`src/rtl/interp_filt_pkg.sv`:
```
// Shared types and width helpers for the interpolation/decimation filter chain.
package interp_filt_pkg;

  typedef enum logic [0:0] {StIdle, StRun} upsampler_state_e;

  function automatic int unsigned phase_w(int unsigned up_factor);
    return $clog2(up_factor) + 1;
  endfunction

  function automatic int unsigned cnt_w(int unsigned depth);
    return $clog2(depth) + 1;
  endfunction

endpackage

```
`src/rtl/sync_fifo.sv`:
```
// Synchronous FIFO with registered occupancy count; synchronous active-low reset.
module sync_fifo
  import interp_filt_pkg::*;
#(
  parameter int unsigned DATA_WIDTH = 5,
  parameter int unsigned DEPTH      = 4
) (
  input  logic                    clk,
  input  logic                    rst,
  input  logic                    push,
  input  logic [DATA_WIDTH-1:0]   wdata,
  input  logic                    pop,
  output logic [DATA_WIDTH-1:0]   rdata,
  output logic                    full,
  output logic                    empty,
  output logic [$clog2(DEPTH):0]  count
);

  localparam int unsigned AddrW = $clog2(DEPTH);
  localparam int unsigned CntW  = cnt_w(DEPTH);

  logic [DATA_WIDTH-1:0] mem_q [DEPTH];
  logic [AddrW-1:0]      wr_ptr_q, wr_ptr_d;
  logic [AddrW-1:0]      rd_ptr_q, rd_ptr_d;
  logic [CntW-1:0]       count_q, count_d;
  logic                  do_push, do_pop;

  assign full    = (count_q == CntW'(DEPTH));
  assign empty   = (count_q == '0);
  assign count   = count_q;
  assign rdata   = mem_q[rd_ptr_q];
  assign do_push = push && !full;
  assign do_pop  = pop && !empty;

  // Pointers wrap naturally because DEPTH is a power of two.
  always_comb begin
    wr_ptr_d = wr_ptr_q;
    rd_ptr_d = rd_ptr_q;
    count_d  = count_q;
    if (do_push) wr_ptr_d = wr_ptr_q + 1'b1;
    if (do_pop)  rd_ptr_d = rd_ptr_q + 1'b1;
    if (do_push && !do_pop)      count_d = count_q + 1'b1;
    else if (do_pop && !do_push) count_d = count_q - 1'b1;
  end

  always_ff @(posedge clk) begin
    if (!rst) begin
      wr_ptr_q <= '0;
      rd_ptr_q <= '0;
      count_q  <= '0;
    end else begin
      wr_ptr_q <= wr_ptr_d;
      rd_ptr_q <= rd_ptr_d;
      count_q  <= count_d;
    end
  end

  always_ff @(posedge clk) begin
    if (do_push) mem_q[wr_ptr_q] <= wdata;
  end

endmodule

```
`src/rtl/interp_upsampler.sv`:
```
// Zero-stuffing L-times upsampler feeding the FIR; buffers input in a small FIFO.
// Define UPSAMPLER_HOLD_EN for zero-order hold instead of zero stuffing.
module interp_upsampler
  import interp_filt_pkg::*;
#(
  parameter int unsigned DATA_WIDTH = 5,
  parameter int unsigned UP_FACTOR  = 4,
  parameter int unsigned FIFO_DEPTH = 4
) (
  input  logic                         clk,
  input  logic                         rst,
  input  logic signed [DATA_WIDTH-1:0] in_data,
  input  logic                         in_valid,
  output logic                         in_ready,
  output logic signed [DATA_WIDTH-1:0] out,
  output logic                         out_valid,
  output logic [$clog2(UP_FACTOR):0]   phase,
  output logic                         underrun
);

  localparam int unsigned PhaseW = phase_w(UP_FACTOR);
  localparam int unsigned CntW   = cnt_w(FIFO_DEPTH);
  localparam logic [PhaseW-1:0] PhaseLast = PhaseW'(UP_FACTOR - 1);

  upsampler_state_e             state_q, state_d;
  logic [PhaseW-1:0]            phase_q, phase_d;
  logic signed [DATA_WIDTH-1:0] out_q, out_d, fill;
  logic                         out_valid_q, out_valid_d;
  logic                         underrun_q, underrun_d;
  logic                         start_q, start_d;
  logic                         rdy_q;
  logic                         fifo_push, fifo_pop, fifo_full, fifo_empty;
  logic [DATA_WIDTH-1:0]        fifo_rdata;
  logic [CntW-1:0]              fifo_count;

  assign in_ready  = rdy_q && !fifo_full;
  assign fifo_push = in_valid && in_ready;

  sync_fifo #(
    .DATA_WIDTH (DATA_WIDTH),
    .DEPTH      (FIFO_DEPTH)
  ) u_fifo (
    .clk   (clk),
    .rst   (rst),
    .push  (fifo_push),
    .wdata (in_data),
    .pop   (fifo_pop),
    .rdata (fifo_rdata),
    .full  (fifo_full),
    .empty (fifo_empty),
    .count (fifo_count)
  );

`ifdef UPSAMPLER_HOLD_EN
  assign fill = out_q;
`else
  assign fill = '0;
`endif

  always_comb begin
    state_d     = state_q;
    phase_d     = phase_q;
    out_d       = out_q;
    out_valid_d = out_valid_q;
    underrun_d  = underrun_q;
    start_d     = start_q;
    fifo_pop    = 1'b0;
    unique case (state_q)
      StIdle: begin
        // One-cycle start qualification: first sample leaves two edges after acceptance.
        start_d = (fifo_count != '0);
        if (start_q && !fifo_empty) begin
          fifo_pop    = 1'b1;
          out_d       = fifo_rdata;
          phase_d     = '0;
          out_valid_d = 1'b1;
          state_d     = StRun;
        end
      end
      StRun: begin
        phase_d = (phase_q == PhaseLast) ? '0 : phase_q + 1'b1;
        if (phase_d == '0) begin
          if (!fifo_empty) begin
            fifo_pop = 1'b1;
            out_d    = fifo_rdata;
          end else begin
            out_d      = fill;
            underrun_d = 1'b1;
          end
        end else begin
          out_d = fill;
        end
      end
      default: state_d = StIdle;
    endcase
  end

  always_ff @(posedge clk) begin
    if (!rst) begin
      state_q     <= StIdle;
      phase_q     <= '0;
      out_q       <= '0;
      out_valid_q <= 1'b0;
      underrun_q  <= 1'b0;
      start_q     <= 1'b0;
      rdy_q       <= 1'b0;
    end else begin
      state_q     <= state_d;
      phase_q     <= phase_d;
      out_q       <= out_d;
      out_valid_q <= out_valid_d;
      underrun_q  <= underrun_d;
      start_q     <= start_d;
      rdy_q       <= 1'b1;
    end
  end

  assign out       = out_q;
  assign out_valid = out_valid_q;
  assign phase     = phase_q;
  assign underrun  = underrun_q;

endmodule

```
`config.mk`:
```
export PLATFORM = sky130hd
export DESIGN_NAME = interp_upsampler
export DESIGN_NICKNAME = d
export VERILOG_FILES = /design/src/rtl/interp_filt_pkg.sv /design/src/rtl/sync_fifo.sv /design/src/rtl/interp_upsampler.sv
export SDC_FILE = /design/constraint.sdc
export NUM_CORES = 1
export LEC_CHECK = 0
export CORE_AREA = 4 4 76 78
export CTS_BUF_LIST = sky130_fd_sc_hd__clkbuf_16
export DETAILED_ROUTE_END_ITERATION = 8
export DIE_AREA = 0 0 80 82
export GPL_ROUTABILITY_DRIVEN = 0
export MAX_ROUTING_LAYER = met4
export PLACE_DENSITY = 0.56
export SLEW_MARGIN = 10
export SYNTH_ARGS = -nofsm -noshare
export SYNTH_HDL_FRONTEND = slang
export SYNTH_HIERARCHICAL = 1
export SYNTH_SLANG_ARGS = --single-unit
```
`constraint.sdc`:
```
create_clock -name clk -period 3 [get_ports clk]
set_clock_uncertainty 0.1 [all_clocks]
set_input_delay 0.6 -clock clk [delete_from_list [all_inputs] [get_ports clk]]
set_output_delay 0.6 -clock clk [all_outputs]
set_load 0.01 [all_outputs]
```
==> results of run 1 <==
cell families after synthesis:
logic type	after synthesis	synth area share
mux	8	0.0822
compound gates	18	0.0894
xor+xnor	4	0.0202
buf+inv	10	0.0310
simple gates	38	0.123
flops	42	0.600
fa+ha+maj	7	0.0548
worst min-delay path, delay by kind of cell (launching register included):
kind / cells / cell delay [ns]
flip-flops: 1 / 0.33
AND/OR/NAND/NOR: 1 / 0.06
AO/OA/AOI/OAI: 1 / 0.04
cells in the mapped netlist (3+ instances only):
cell type / n / area share
nand2_1: 7 / 0.015
xnor2_1: 3 / 0.015
o21ai_0: 3 / 0.0086
mux4_2: 5 / 0.065
nor2b_1: 4 / 0.014
nor3_1: 3 / 0.0086
edfxtp_1: 20 / 0.35
inv_1: 6 / 0.013
ha_1: 6 / 0.043
mux2i_1: 3 / 0.017
dfxtp_1: 22 / 0.25
a22o_1: 5 / 0.025
nor2_1: 6 / 0.013
and2_1: 10 / 0.036
per-stage QoR:
step	hold WS (ns)	total power (µW)
6_report	0.371	1720
5_1_grt	0.385	1820
4_1_cts	0.372	1750
3_5_place_dp	0.361	1150
3_3_place_gp	0.349	1140
2_1_floorplan	0.368	1020
layout make-up:
cell class | count | area [µm²] | area share
clock buffers | 5 | 125 | 0.0579
clock inverters | 3 | 40.0 | 0.0185
inverters | 6 | 22.5 | 0.0104
multi-input cells | 75 | 641 | 0.297
flip-flops and latches | 42 | 1040 | 0.482
well taps | 70 | 87.6 | 0.0406
repair buffers | 21 | 203 | 0.0939
layer usage:
layer	part of all wire	global-route usage	up-vias
li1	-	-	505
met1	0.40	0.105	501
met2	0.53	0.172	18
met3	0.050	0.0318	7
met4	0.020	0.0541	0
met5	0	-	-
sequential cells by signal, summed over array words and instances (netlist names), 2 cells and up, named ones only:
register	flops
out	5
u_fifo/mem_q	20
u_fifo/rd_ptr_q	2
u_fifo/wr_ptr_q	2
u_fifo/count	3
phase	3
how the worst max path moves through the flow:
stage | endpoint | slack (ns) | start
after floorplan | u_fifo/count[2]$_SDFFE_PN0P_ | 0.46 | phase[0]$_SDFFE_PN0P_
final | u_fifo/count[2]$_SDFFE_PN0P_ | 0.24 | phase[0]$_SDFFE_PN0P_
after CTS | u_fifo/count[2]$_SDFFE_PN0P_ | 0.22 | phase[0]$_SDFFE_PN0P_
after detailed placement | u_fifo/count[2]$_SDFFE_PN0P_ | 0.20 | in_valid
after global routing | u_fifo/count[2]$_SDFFE_PN0P_ | 0.09 | phase[0]$_SDFFE_PN0P_
after global placement | u_fifo/count[2]$_SDFFE_PN0P_ | 0.33 | in_valid
power breakdown:
group	switching (µW)	internal, µW
clock network	200	389
registers	78.7	674
logic	183	200
==> results_dict.tcl, run 1 <==
set metrics [dict create \
    drc 0 \
    track_usage 0.101 \
    cpPeakStageDelay_ns 0.39 \
    cellPowerDensity_nw_per_um2 798 \
    ir_worst_vdd_uv 355 \
    yosys.cell_types.count 34 \
    placed_cell_area_um2 1990 \
    cp_num_buf_inv 1 \
    clockBufferDepth 2 \
    gr-total-overflow 0 \
    hold_viol 0 \
    crit_top_cell "ha_1" \
    drt-vias-per-instance 4.64 \
    post-route-util 0.426 \
    syn2layout_area_growth_pct 24.4 \
    dieWidth_um 80 \
    min_period_ns 2.76 \
    grt_start_max_net_pins 17 \
    portBuffers 18 \
    final_common_cell "dfxtp_1" \
    fillCellCount 491 \
    finalSetupViolCount 0 \
    clkTransAtPathRegs_ns 0.06 \
    worstPathCellList "ha_1, o31a_1, a211oi_1, o31ai_2, ha_1, inv_1, fa_1, xor2_1, or3_1, a21boi_1" \
    grt_pass1_wl_um 4800 \
    r2r_slack_ns 0.24 \
    r2r_end "u_fifo/count[2]$_SDFFE_PN0P_" \
    ctsResizeCount 0 \
    cp_num_cells 10 \
    cts-buffers-inserted 5 \
    grt_pass1_vias 1059 \
    min_to "phase[2]$_SDFFE_PN0P_" \
    ant_nets 0 \
    routed-via-count 1031 \
    critPathLaunchType "flop" \
    antenna_found_initial 0 \
    clkLatencyLatePin_ns 0.28 \
    dp.cells 214 \
    async_flop_share 0 \
    slew_viol_final 0 \
    hp-class "flop to flop" \
    clock_sinks 42 \
    ys_seq_elements 42 \
    synthFlopType "dfxtp_1" \
    start_util 0.342 \
    cts_tree "built" \
    grt_setup_unrepaired "no" \
    drv_cap 0 \
    whs_path_depth 2 \
    drive_gt1_frac 0.138 \
    r2r_start "phase[0]$_SDFFE_PN0P_" \
    p_leak_uw 0.000778 \
    syn-num-nets 142 \
    root_buffer "clkbuf_16" \
    crit_fanout 4 \
    wl_um 2830 \
    firstDrtPassIters 4 \
    fin_crit_sh 0.919 \
    slew_headroom 0.613 \
    initialDrtViolationCount 40 \
    routedWlPerCell_um 12.7 \
    slowest_stage "a211oi_1" \
    final_nets 166 \
    holdBufCountCts 0 \
    worstSetupPathType "flop to flop" \
    syn_area_per_cell_um2 13.7 \
    ioPinCount 19 \
    status "finished clean" \
    yosysWarnings 6 \
    core_um2 5070 \
    die_h_um 82 \
    rr_worst_depth 10 \
    crit_family "compound AO/OA/AOI/OAI gates" \
    worstMarginPinSlew_ns 0.576 \
    hold_start "phase[2]$_SDFFE_PN0P_" \
    postLayoutCellArea_um2 2160 \
    cts_max_level 2 \
    dieArea_um2 6560 \
    seq_area_frac_synth 0.600 \
    dp_hpwl_um 2110 \
    worstPathArrival_ns 2.86 \
    tns_ns 0 \
    final_cell_mix "22 x dfxtp_1, 20 x edfxtp_1, 18 x clkdlybuf4s50_1" \
    diodes 0 \
    fp-row-count 26 \
    layout.cells.non_filler 222 \
    synth-edff-count 20 \
    max_freq_mhz 363 \
    worstPathRequired_ns 3.10 \
    layout_setup_ws_ns 0.243 \
    post_cts_buffers 0 \
    dpl_worst_slack_ns 0.196 \
    syn_area_um2 1740 \
    end_kind "flop" \
    synthCells 127 \
]
Power figures use the tool's default switching activity.
==> inputs of run 2 (changes only) <==
- clock period: 3 -> 3.5 ns (I/O delays scaled with it)
==> run 2 against run 1 <==
Worst hold slack worse by 0.0093 ns. Routed wire length is 1.0% lower. Maximum frequency is 0.89% higher. Register-to-register slack better by 0.52 ns. Power is 19% lower. Combinational power is 15% lower. First-iteration DRC count is 33% lower.
==> results_dict.tcl, run 2 (same netlist as run 1, synthesis figures left out) <==
set metrics [dict create \
    drv_cap 0 \
    power_switching_uw 393 \
    cellPowerDensity_nw_per_um2 655 \
    end_kind "flop" \
    initialDrtViolationCount 27 \
    clockPowerShare 0.306 \
    wl_um 2800 \
    clkLatencyLatePin_ns 0.28 \
    layout_setup_ws_ns 0.767 \
    dieWidth_um 80 \
    critPathLaunchType "flop" \
    ioPinCount 19 \
    portBuffers 18 \
    final_common_cell "dfxtp_1" \
    cts_tree "built" \
    grt_setup_unrepaired "no" \
    crit_fanout 4 \
    dpl_worst_slack_ns 0.539 \
    slowest_stage "a211oi_1" \
    post_cts_buffers 0 \
    p_leak_uw 0.000767 \
    hold_start "underrun$_SDFFE_PN0P_" \
    clkTransAtPathRegs_ns 0.06 \
    worstPathArrival_ns 2.84 \
    fillCellCount 495 \
    dieArea_um2 6560 \
    fp-row-count 26 \
    cpPeakStageDelay_ns 0.40 \
    largest-register "u_fifo/mem_q" \
    routed-via-count 1000 \
    r2r_slack_ns 0.77 \
    ir_worst_vdd_uv 270 \
    ctsResizeCount 0 \
    hold_viol 0 \
    intPower_uw 1000 \
    min_to "underrun$_SDFFE_PN0P_" \
    tns_ns 0 \
    cts_max_level 2 \
    drt-vias-per-instance 4.50 \
    die_h_um 82 \
    hp-class "flop to flop" \
    largest_reg_flops 20 \
    clock_sinks 42 \
    start_util 0.342 \
    root_buffer "clkbuf_16" \
    antenna_found_initial 0 \
    grt_start_max_net_pins 18 \
    worstPathCellList "ha_1, o31a_1, a211oi_1, o31ai_2, ha_1, inv_1, fa_1, xor2_1, or3_1, a21boi_1" \
    core_um2 5070 \
    gr-total-overflow 0 \
    finalSetupViolCount 0 \
    holdBufCountCts 0 \
    ant_nets 0 \
    final_nets 166 \
    syn2layout_area_growth_pct 22.9 \
    worstPathRequired_ns 3.61 \
    routedWlPerCell_um 12.6 \
    clockBufferDepth 2 \
    min_period_ns 2.73 \
    final_cell_mix "22 x dfxtp_1, 20 x edfxtp_1, 18 x clkdlybuf4s50_1" \
    whs_path_depth 2 \
    pwr-share-comb 0.232 \
    rr_worst_depth 10 \
    track_usage 0.0993 \
    cts-buffers-inserted 5 \
    power.total_uw 1400 \
    drive_gt1_frac 0.125 \
    crit_top_cell "ha_1" \
    r2r_start "phase[0]$_SDFFE_PN0P_" \
    dp_hpwl_um 2010 \
    r2r_end "u_fifo/count[2]$_SDFFE_PN0P_" \
    seq_power_share 0.462 \
    status "finished clean" \
    grt_pass1_vias 973 \
    drc 0 \
    crit_path_start "phase[0]$_SDFFE_PN0P_" \
    worstSetupPathType "flop to flop" \
    slew_viol_final 0 \
    max_freq_mhz 366 \
    p_sw_frac 0.281 \
    firstDrtPassIters 4 \
    slew_headroom 0.569 \
    diodes 0 \
    fin_crit_sh 0.781 \
    grt_pass1_wl_um 4570 \
    worstMarginPinSlew_ns 0.641 \
]
[run 2: cell types whose count changed in the layout (fill, tap and decap cells not counted)]
cell and change:
clkinv_2 -1, clkinv_1 +1, bufinv_16 -1, inv_1 +1
[run 2: power by group through the flow]
stage               clock, µW  sequential [µW]  combinational, µW
finish                    428              646                324
global route              460              658                363
CTS                       444              647                328
detailed placement          0              658                328
global placement            0              654                319
floorplan                   0              640                237
[run 2: how the worst max path moves through the flow]
| stage | to | slack, ns | cells past startpoint |
|---|---|---|---|
| 3_5_place_dp | u_fifo/count[2]$_SDFFE_PN0P_ | 0.54 | 10 |
| 5_1_grt | u_fifo/count[2]$_SDFFE_PN0P_ | 0.62 | 10 |
| 6_report | u_fifo/count[2]$_SDFFE_PN0P_ | 0.77 | 10 |
| 3_3_place_gp | u_fifo/count[2]$_SDFFE_PN0P_ | 0.62 | 10 |
| 2_1_floorplan | u_fifo/count[2]$_SDFFE_PN0P_ | 0.96 | 10 |
| 4_1_cts | u_fifo/count[2]$_SDFFE_PN0P_ | 0.77 | 10 |
[run 2: cell type report]
class | count | area (µm²) | area share
Sequential cell | 42 | 1040 | 0.488
Multi-Input combinational cell | 75 | 641 | 0.300
Timing Repair Buffer | 21 | 203 | 0.0951
Clock buffer | 5 | 125 | 0.0587
Tap cell | 70 | 87.6 | 0.0411
Inverter | 6 | 22.5 | 0.0106
Clock inverter | 3 | 12.5 | 0.00587
[run 2: through the flow]
step,hold WS (ns),utilization,std cells,instance area [µm²]
floorplan,0.368,-,127,1740
global placement,0.344,0.393,214,1990
detailed placement,0.357,0.393,214,1990
CTS,0.368,0.420,222,2130
global route,0.392,0.420,222,2130
finish,0.361,0.420,222,2130
[run 2: worst max-delay path: cells and delay by family, from the launching register on]
family	cells	cell delay (ns)
fa+ha+maj	3	0.72
buf+inv	1	0.08
compound gates	4	1.04
flops	1	0.33
simple gates	1	0.31
xor+xnor	1	0.07
[run 2: per-layer routing]
| layer | track usage | wire [µm] | up-vias |
|---|---|---|---|
| li1 | - | - | 503 |
| met1 | 0.104 | 1240 | 478 |
| met2 | 0.161 | 1380 | 15 |
| met3 | 0.0439 | 121 | 4 |
| met4 | 0.0456 | 55 | 0 |
| met5 | - | 0 | - |
